### src/rtl/datapath_controller.sv
// Multi-cycle control unit for the 16-bit processor/FIR datapath.
// It fetches an instruction, decodes the opcode and then drives the datapath and memory control strobes.
module datapath_controller #(
    parameter int unsigned MUL_CYCLES = 4
) (
    input  logic        clk,
    input  logic        rst_n,
    input  logic [15:0] Instruction,
    input  logic        Cout,
    input  logic        Zout,
    input  logic        memDataReady,
    output logic        readMem,
    output logic        writeMem,
    output logic        ResetPC,
    output logic        PCplusI,
    output logic        PCplus1,
    output logic        RplusI,
    output logic        Rplus0,
    output logic        AaddB,
    output logic        AmulB,
    output logic        IRload,
    output logic        Address_on_Databus,
    output logic        ALU_on_Databus,
    output logic        Cset,
    output logic        Creset,
    output logic        Zset,
    output logic        Zreset,
    output logic        Shadow,
    output logic        SRload,
    output logic        halted
);

    localparam logic [3:0] S_RESET  = 4'd0;
    localparam logic [3:0] S_FETCH  = 4'd1;
    localparam logic [3:0] S_DECODE = 4'd2;
    localparam logic [3:0] S_ADD    = 4'd3;
    localparam logic [3:0] S_MUL    = 4'd4;
    localparam logic [3:0] S_STORE  = 4'd5;
    localparam logic [3:0] S_JUMP   = 4'd6;
    localparam logic [3:0] S_INC    = 4'd7;
    localparam logic [3:0] S_HALT   = 4'd8;

    localparam logic [3:0] OP_NOP  = 4'b0000;
    localparam logic [3:0] OP_HLT  = 4'b0001;
    localparam logic [3:0] OP_SETZ = 4'b0010;
    localparam logic [3:0] OP_CLRZ = 4'b0011;
    localparam logic [3:0] OP_SETC = 4'b0100;
    localparam logic [3:0] OP_CLRC = 4'b0101;
    localparam logic [3:0] OP_ADD  = 4'b0110;
    localparam logic [3:0] OP_MUL  = 4'b0111;
    localparam logic [3:0] OP_JMP  = 4'b1000;
    localparam logic [3:0] OP_BRZ  = 4'b1001;
    localparam logic [3:0] OP_BRC  = 4'b1010;
    localparam logic [3:0] OP_STA  = 4'b1011;

    // The counter is loaded with MUL_CYCLES-1 so that S_MUL lasts exactly MUL_CYCLES cycles.
    localparam logic [3:0] MUL_LOAD = 4'(MUL_CYCLES - 1);

    logic [3:0] state_q, state_d;
    logic [3:0] mulCnt_q, mulCnt_d;
    logic [3:0] opcode;
    logic       shadowBit;
    logic       unusedInstrBits;

    assign opcode          = Instruction[15:12];
    assign shadowBit       = Instruction[11];
    assign unusedInstrBits = ^Instruction[10:0];

    always_ff @(posedge clk or negedge rst_n) begin
        if (!rst_n) begin
            state_q  <= S_RESET;
            mulCnt_q <= '0;
        end else begin
            state_q  <= state_d;
            mulCnt_q <= mulCnt_d;
        end
    end

    always_comb begin
        state_d  = state_q;
        mulCnt_d = mulCnt_q;
        case (state_q)
            S_RESET: state_d = S_FETCH;
            S_FETCH: begin
                if (memDataReady) begin
                    state_d = S_DECODE;
                end
            end
            S_DECODE: begin
                case (opcode)
                    OP_HLT: state_d = S_HALT;
                    OP_ADD: state_d = S_ADD;
                    OP_MUL: begin
                        state_d  = S_MUL;
                        mulCnt_d = MUL_LOAD;
                    end
                    OP_JMP: state_d = S_JUMP;
                    OP_BRZ: state_d = Zout ? S_JUMP : S_INC;
                    OP_BRC: state_d = Cout ? S_JUMP : S_INC;
                    OP_STA: state_d = S_STORE;
                    default: state_d = S_INC;
                endcase
            end
            S_ADD: state_d = S_INC;
            S_MUL: begin
                if (mulCnt_q == 4'd0) begin
                    state_d = S_INC;
                end else begin
                    mulCnt_d = mulCnt_q - 4'd1;
                end
            end
            S_STORE: begin
                if (memDataReady) begin
                    state_d = S_INC;
                end
            end
            S_JUMP:  state_d = S_FETCH;
            S_INC:   state_d = S_FETCH;
            S_HALT:  state_d = S_HALT;
            default: state_d = S_RESET;
        endcase
    end

    // Strobes decode from state and Instruction only; memDataReady gates IRload alone.
    always_comb begin
        readMem            = 1'b0;
        writeMem           = 1'b0;
        ResetPC            = 1'b0;
        PCplusI            = 1'b0;
        PCplus1            = 1'b0;
        RplusI             = 1'b0;
        Rplus0             = 1'b0;
        AaddB              = 1'b0;
        AmulB              = 1'b0;
        IRload             = 1'b0;
        Address_on_Databus = 1'b0;
        ALU_on_Databus     = 1'b0;
        Cset               = 1'b0;
        Creset             = 1'b0;
        Zset               = 1'b0;
        Zreset             = 1'b0;
        Shadow             = 1'b0;
        SRload             = 1'b0;
        halted             = 1'b0;
        case (state_q)
            S_RESET: ResetPC = 1'b1;
            S_FETCH: begin
                Rplus0  = 1'b1;
                readMem = 1'b1;
                IRload  = memDataReady;
            end
            S_DECODE: begin
                case (opcode)
                    OP_SETZ: Zset   = 1'b1;
                    OP_CLRZ: Zreset = 1'b1;
                    OP_SETC: Cset   = 1'b1;
                    OP_CLRC: Creset = 1'b1;
                    default: ;
                endcase
            end
            S_ADD: begin
                AaddB          = 1'b1;
                ALU_on_Databus = 1'b1;
                Shadow         = shadowBit;
                SRload         = ~shadowBit;
            end
            S_MUL: begin
                AmulB = 1'b1;
                if (mulCnt_q == 4'd0) begin
                    ALU_on_Databus = 1'b1;
                    Shadow         = shadowBit;
                    SRload         = ~shadowBit;
                end
            end
            S_STORE: begin
                RplusI             = 1'b1;
                Address_on_Databus = 1'b1;
                writeMem           = 1'b1;
            end
            S_JUMP:  PCplusI = 1'b1;
            S_INC:   PCplus1 = 1'b1;
            S_HALT:  halted  = 1'b1;
            default: ;
        endcase
    end

endmodule
### config.mk
export PLATFORM = sky130hd
export DESIGN_NAME = datapath_controller
export DESIGN_NICKNAME = d
export VERILOG_FILES = /design/src/rtl/datapath_controller.sv
export SDC_FILE = /design/constraint.sdc
export NUM_CORES = 1
export LEC_CHECK = 0
export BUFFER_PORTS_ARGS = -buffer_cell sky130_fd_sc_hd__buf_2
export CAP_MARGIN = 25
export CORE_MARGIN = 4
export CORE_UTILIZATION = 44
export CTS_BUF_LIST = sky130_fd_sc_hd__clkbuf_4 sky130_fd_sc_hd__clkbuf_8
export DETAILED_ROUTE_END_ITERATION = 8
export HOLD_SLACK_MARGIN = 0.02
export PLACE_DENSITY = 0.84
export SYNTH_ARGS = -nofsm -noshare
export SYNTH_HDL_FRONTEND = slang
export SYNTH_SLANG_ARGS = --single-unit
export TNS_END_PERCENT = 100
### constraint.sdc
create_clock -name clk -period 2.1 [get_ports clk]
set_input_delay 0.315 -clock clk [delete_from_list [all_inputs] [get_ports clk]]
set_output_delay 0.315 -clock clk [all_outputs]
set_load 0.02 [all_outputs]
Yosys cells after proc, flatten, opt, wreduce, memory -nomap -nowiden --
Index checks and enable logic that the tools add are counted.
Operators by class: shift-type cells 0, multipliers 0, reduce and logical (&&, ||, !) cells 6, order comparisons 0, eq/ne operators 24, $add $sub $neg 1, divide/modulo/power cells 0, muxes and demuxes 33, bitwise gates (word level) 1
Operators with widths (number):
- 4-bit one-hot mux with 7 select lines | 2
- 4-bit by 3-bit == test with 1-bit output (second input constant) | 8
- 1-bit 2-to-1 mux | 22
- 4-bit == test (second input constant) | 5
- 4-bit 2-to-1 mux | 5
- 4-bit by 2-bit == test with 1-bit output (second input constant) | 4
- 2-bit inequality test (second input constant) | 5
- 4-bit by 1-bit == test with 1-bit output (second input constant) | 2
- 4-bit logical NOT | 2
- 4-bit one-hot mux with 2 select lines | 1
- 1-bit one-hot mux with 2 select lines | 3
- 3-bit AND reduction | 2
- 4-bit by 1-bit subtractor with 4-bit output (second input constant) | 1
- 3-bit OR reduction | 1
- 2-bit nonzero test | 1
- 1-bit NOT | 1
Word-level totals: word-level logic and storage cells 67, memory bits (writable) 0, ROM bits 0, input port bits 21, flip-flop bits (word level) 8, bits in latches 0, memories kept 0

Longest topological paths before layout --
word-level depth 3, gate-level depth with buffers 6, gate-level depth less buffers 6

Worst setup path after synthesis --
No wires, ideal clock.
path kind register to output, start register state_q[3], end output Shadow, setup slack 0.128 ns, path buffers 1, cell stages (with the launch flop) 5, arrival time 1.657 ns, cell sequence dfrtp_1 clkbuf_1 nor3_1 nor2_1 nor2b_1
On the way: word-level cells in the longest chain between the ends 2
Ends and longest elaborated chain:
- start, declared | line 59 | logic [3:0] state_q, state_d;
- start signal, assigned | line 74 | state_q <= state_d;
- 4-bit by 3-bit == test with 1-bit output / 4-bit by 2-bit == test with 1-bit output (equally long branches) | line 145 | case (state_q)
- 1-bit one-hot mux with 2 select lines (*) | line 145
- end, declared | line 28 | output logic Shadow,
Every way passes the cells marked *; elsewhere a longest branch is shown, timed or not.

Worst setup path after layout --
start register mulCnt_q[0], end output Shadow
On the way: word-level cells in the longest chain between the ends 3
Ends and longest elaborated chain:
- start, declared | line 60 | logic [3:0] mulCnt_q, mulCnt_d;
- start signal, assigned | line 75 | mulCnt_q <= mulCnt_d;
- 4-bit logical NOT | line 169 | if (mulCnt_q == 4'd0) begin
- 1-bit 2-to-1 mux | line 169
- 1-bit one-hot mux with 2 select lines | line 145
No other way between the ends.

==> run summary <==
Entering global routing, the biggest net connects 13 pins. Routability-driven placement finished with a final weighted congestion of 0.8000. The detailed router finished its first iteration with 9 violations. The final layout contains 142 nets.

Die width: 48.86 microns. The tools report the terminus of the critical flop-to-flop path as state_q[1]$_DFFE_PN0P_. The flow ran to the end, and the final reports show no timing, DRC or antenna violations. Setup repair after global routing could not meet its margin everywhere.

The number of instances in the synthesized netlist is 92. The number of hold violations in the final report is 0, and the post-detailed-route count of antenna-violating nets is 0. Register area share after synthesis: 0.2726. The share of cells above drive strength 1 is 0.3419. The async set-reset flop share out of synthesis is 1.000, and the overall routing resource usage is 0.1547.

Proportion of netlist area held by the largest area contributor: 0.2726. The tightest hold path in the finished design has a slack of 426.0 ps. Data on the critical path is required at its endpoint by 1780 ps. The antenna diode instance count was 0; the count of port buffers added during placement was 28. CTS placed an instance of clkbuf_4 at the clock tree root. The tools report the insertion delay to the later sink of the worst-skew pair as 260 ps. The synthesized netlist contains 38 unique library cells.

For flop-to-flop paths, the worst setup slack is 430 ps. The initialized floorplan defines 14 standard-cell rows. The tools report the via total after detailed routing as 727. TritonCTS built the clock tree. The tree built by TritonCTS fans out to 8 sinks. The synthesized design contains 8 register bits. Global routing finished with a remaining overflow of 0. The shortest period the worst path allows is 2056 ps. The capturing instance or port of the critical path was Shadow. Along the worst path, the maximum fanout reaches 3. The run gives 1541 sq um as the area of the placeable core. The most frequently used flop master after synthesis is dfrtp_1. The number of levels in the clock H-tree is 1.

The run gives 0 ps as the final-layout setup total negative slack. The worst setup path is launched from a flop. Based on the critical path, the design can be clocked at up to 486.3 MHz. The worst setup path is captured at an output pin. Summed over all cells, the static leakage comes to 0.0004623 uW.

The worst hold path class was in -> async. Detailed placement ended at an HPWL of 1336 microns. Dividing the detail-routed wire length by the instance count gives 13.07 microns.

After synthesis, the mean cell area works out to 7.983 sq um. Buffers inserted during clock tree synthesis total 3. After detailed routing, the total wire length is 1738 microns. Relative to the synthesized area, the layout overhead comes to 22.15%. After detailed routing, the number of vias per cell comes to 5.466. The die is 48.86 microns tall. The run gives 0 as the DRC violation count after routing. The synthesized cell area is 734.5 sq um.

The number of nets in the synthesized netlist is 115. The worst register-to-register path has a depth of 6. The share of the cycle needed by the critical path after routing is 0.9793. The most critical setup path has its startpoint at mulCnt_q[0]$_DFFE_PN0P_. Dividing total power by cell area gives a power density of 1175 nW/um^2. In this run the critical register-to-register path is launched from mulCnt_q[0]$_DFFE_PN0P_. For the number of top-level pins, the log shows 40.

On the final layout, the worst clock skew is 1.203 ps. In the post-synthesis netlist, the biggest area contributors are dfrtp_1, nor2_1, buf_4, ha_1, nor2b_1. The die covers 2387 sq um. For the count of placed standard cells including taps, the log shows 129.

By startpoint and endpoint, the worst setup path is classified as reg -> out. Across the run, the number of max-cap violations was 0. Starting density of the core: 0.4765. After clock tree synthesis, the clock-pin slew on the worst setup and hold paths is 60 ps. The biggest area contributor in the post-synthesis netlist is dfrtp_1. The number of antenna violations at the first check in global routing was 0.

IR analysis of the VDD net gives a maximum drop of 0.0005258 V. The worst slew slack as a fraction of its limit was 0.7048; the first-pass GRT wire length was 2946 microns. The total of warnings raised by yosys was 0; the iteration count of the initial detailed-routing pass was 7. Once layout is complete, the cells apart from fillers number 133. The longest clock path from root to sink contains 2 buffers. Setup violations remaining at the end of the flow were counted as 0. The number of global-route vias before repair is 709, and the signal arrival time at the worst endpoint is 1740 ps. The number of pins with negative max-slew slack in the final report was 0; the share of the core filled with cells was 0.5820.

Counting flops with a built-in enable in the synthesized netlist gives 0. The pin slew with the least headroom to its limit is 442.9 ps.
metal layers:
metal | track usage | part of all wire
met1 | 0.1936 | 0.45
met2 | 0.2413 | 0.49
met3 | 0.03976 | 0.058
met4 | 0.08072 | 0.0046
met5 | 0 | 0
area by class of cell:
class / instances / area, sq um
clock buffer: 3 / 22.52
sequential: 8 / 200.2
timing repair buffer: 31 / 172.7
tap: 16 / 20.02
multi-input combinational: 69 / 459.2
fill: 146 / 644.4
inverter: 6 / 22.52
worst min path at each step:
stage	endpoint	startpoint	depth (start not counted)	slack [ps]
6_report	state_q[0]$_DFFE_PN0P_	rst_n	2	430
5_1_grt	mulCnt_q[3]$_DFFE_PN0P_	rst_n	2	440
4_1_cts	mulCnt_q[3]$_DFFE_PN0P_	rst_n	2	420
3_5_place_dp	mulCnt_q[3]$_DFFE_PN0P_	rst_n	1	170
3_3_place_gp	mulCnt_q[3]$_DFFE_PN0P_	rst_n	1	160
2_1_floorplan	mulCnt_q[0]$_DFFE_PN0P_	rst_n	0	20
sequential cells by signal, indices dropped and copies added, names as in the netlist:
name,flops
mulCnt_q,4
state_q,4
synth_stat cells (2+ instances only):
master / number
a211oi_1: 2
a21oi_1: 2
and3_1: 2
and3b_1: 2
buf_4: 5
clkbuf_1: 2
dfrtp_1: 8
ha_1: 2
inv_1: 6
nand2_1: 5
nand2b_1: 3
nand3_1: 4
nor2_1: 13
nor2b_1: 4
nor3_1: 5
nor3b_1: 2
nor4_1: 2
o211ai_1: 2
xor2_1: 2
logic make-up (layout without fill, tap and decap cells):
family / Yosys count / count (layout) / share of synthesized area
simple gates: 51 / 51 / 0.4140
buf+inv: 15 / 40 / 0.1141
compound gates: 13 / 13 / 0.1295
flops: 8 / 8 / 0.2726
xor+xnor: 3 / 3 / 0.03578
fa+ha+maj: 2 / 2 / 0.03407
cell usage in the layout (no fill, tap or decap), drive strengths merged, types with 2 or more instances in the layout:
cell type	instances
nor4b	2
nor3	5
a211oi	2
nor2b	5
buf	30
xor2	2
nand2b	3
a21oi	2
and3b	2
inv	6
o211ai	2
nand2	5
nor3b	2
ha	2
nor4	2
nor2	13
nand3	4
clkbuf	3
and3	2
dfrtp	8
worst max-delay path: stages, from the launching register on:
cell and delay [ps]:
dfrtp_1 380, inv_2 80, ha_1 130, or3b_4 390
nor4_2 140, nor2_1 100, nor2b_1 120, buf_4 150
metrics by stage:
| stage | setup WS (ps) | cell area (sq um) | total power (uW) |
|---|---|---|---|
| 6_report | 43.54 | 897.1 | 1054 |
| 5_1_grt | -76.51 | 897.1 | 1139 |
| 4_1_cts | 11.64 | 892.1 | 1045 |
| 3_5_place_dp | 207.1 | 848.3 | 906.9 |
| 3_3_place_gp | 249.2 | 848.3 | 880.1 |
| 2_1_floorplan | 128.2 | 734.5 | 782.5 |
power by group:
group	leakage [uW]	internal [uW]	switching (uW)
sequential	0.0000907	218	123
clock	0.0000138	65.7	55.9
combinational	0.000358	241	351
total	0.000462	524	530
repair_timing:
item,CTS,global route
hold endpoints to repair,8,0
gates resized for setup,4,3
endpoints found under the setup margin,3,3
pin swaps,0,1
cloned,0,0
hold buffers,1,0
buffers inserted,0,0
No activity file was read; power rests on OpenSTA's default activity.
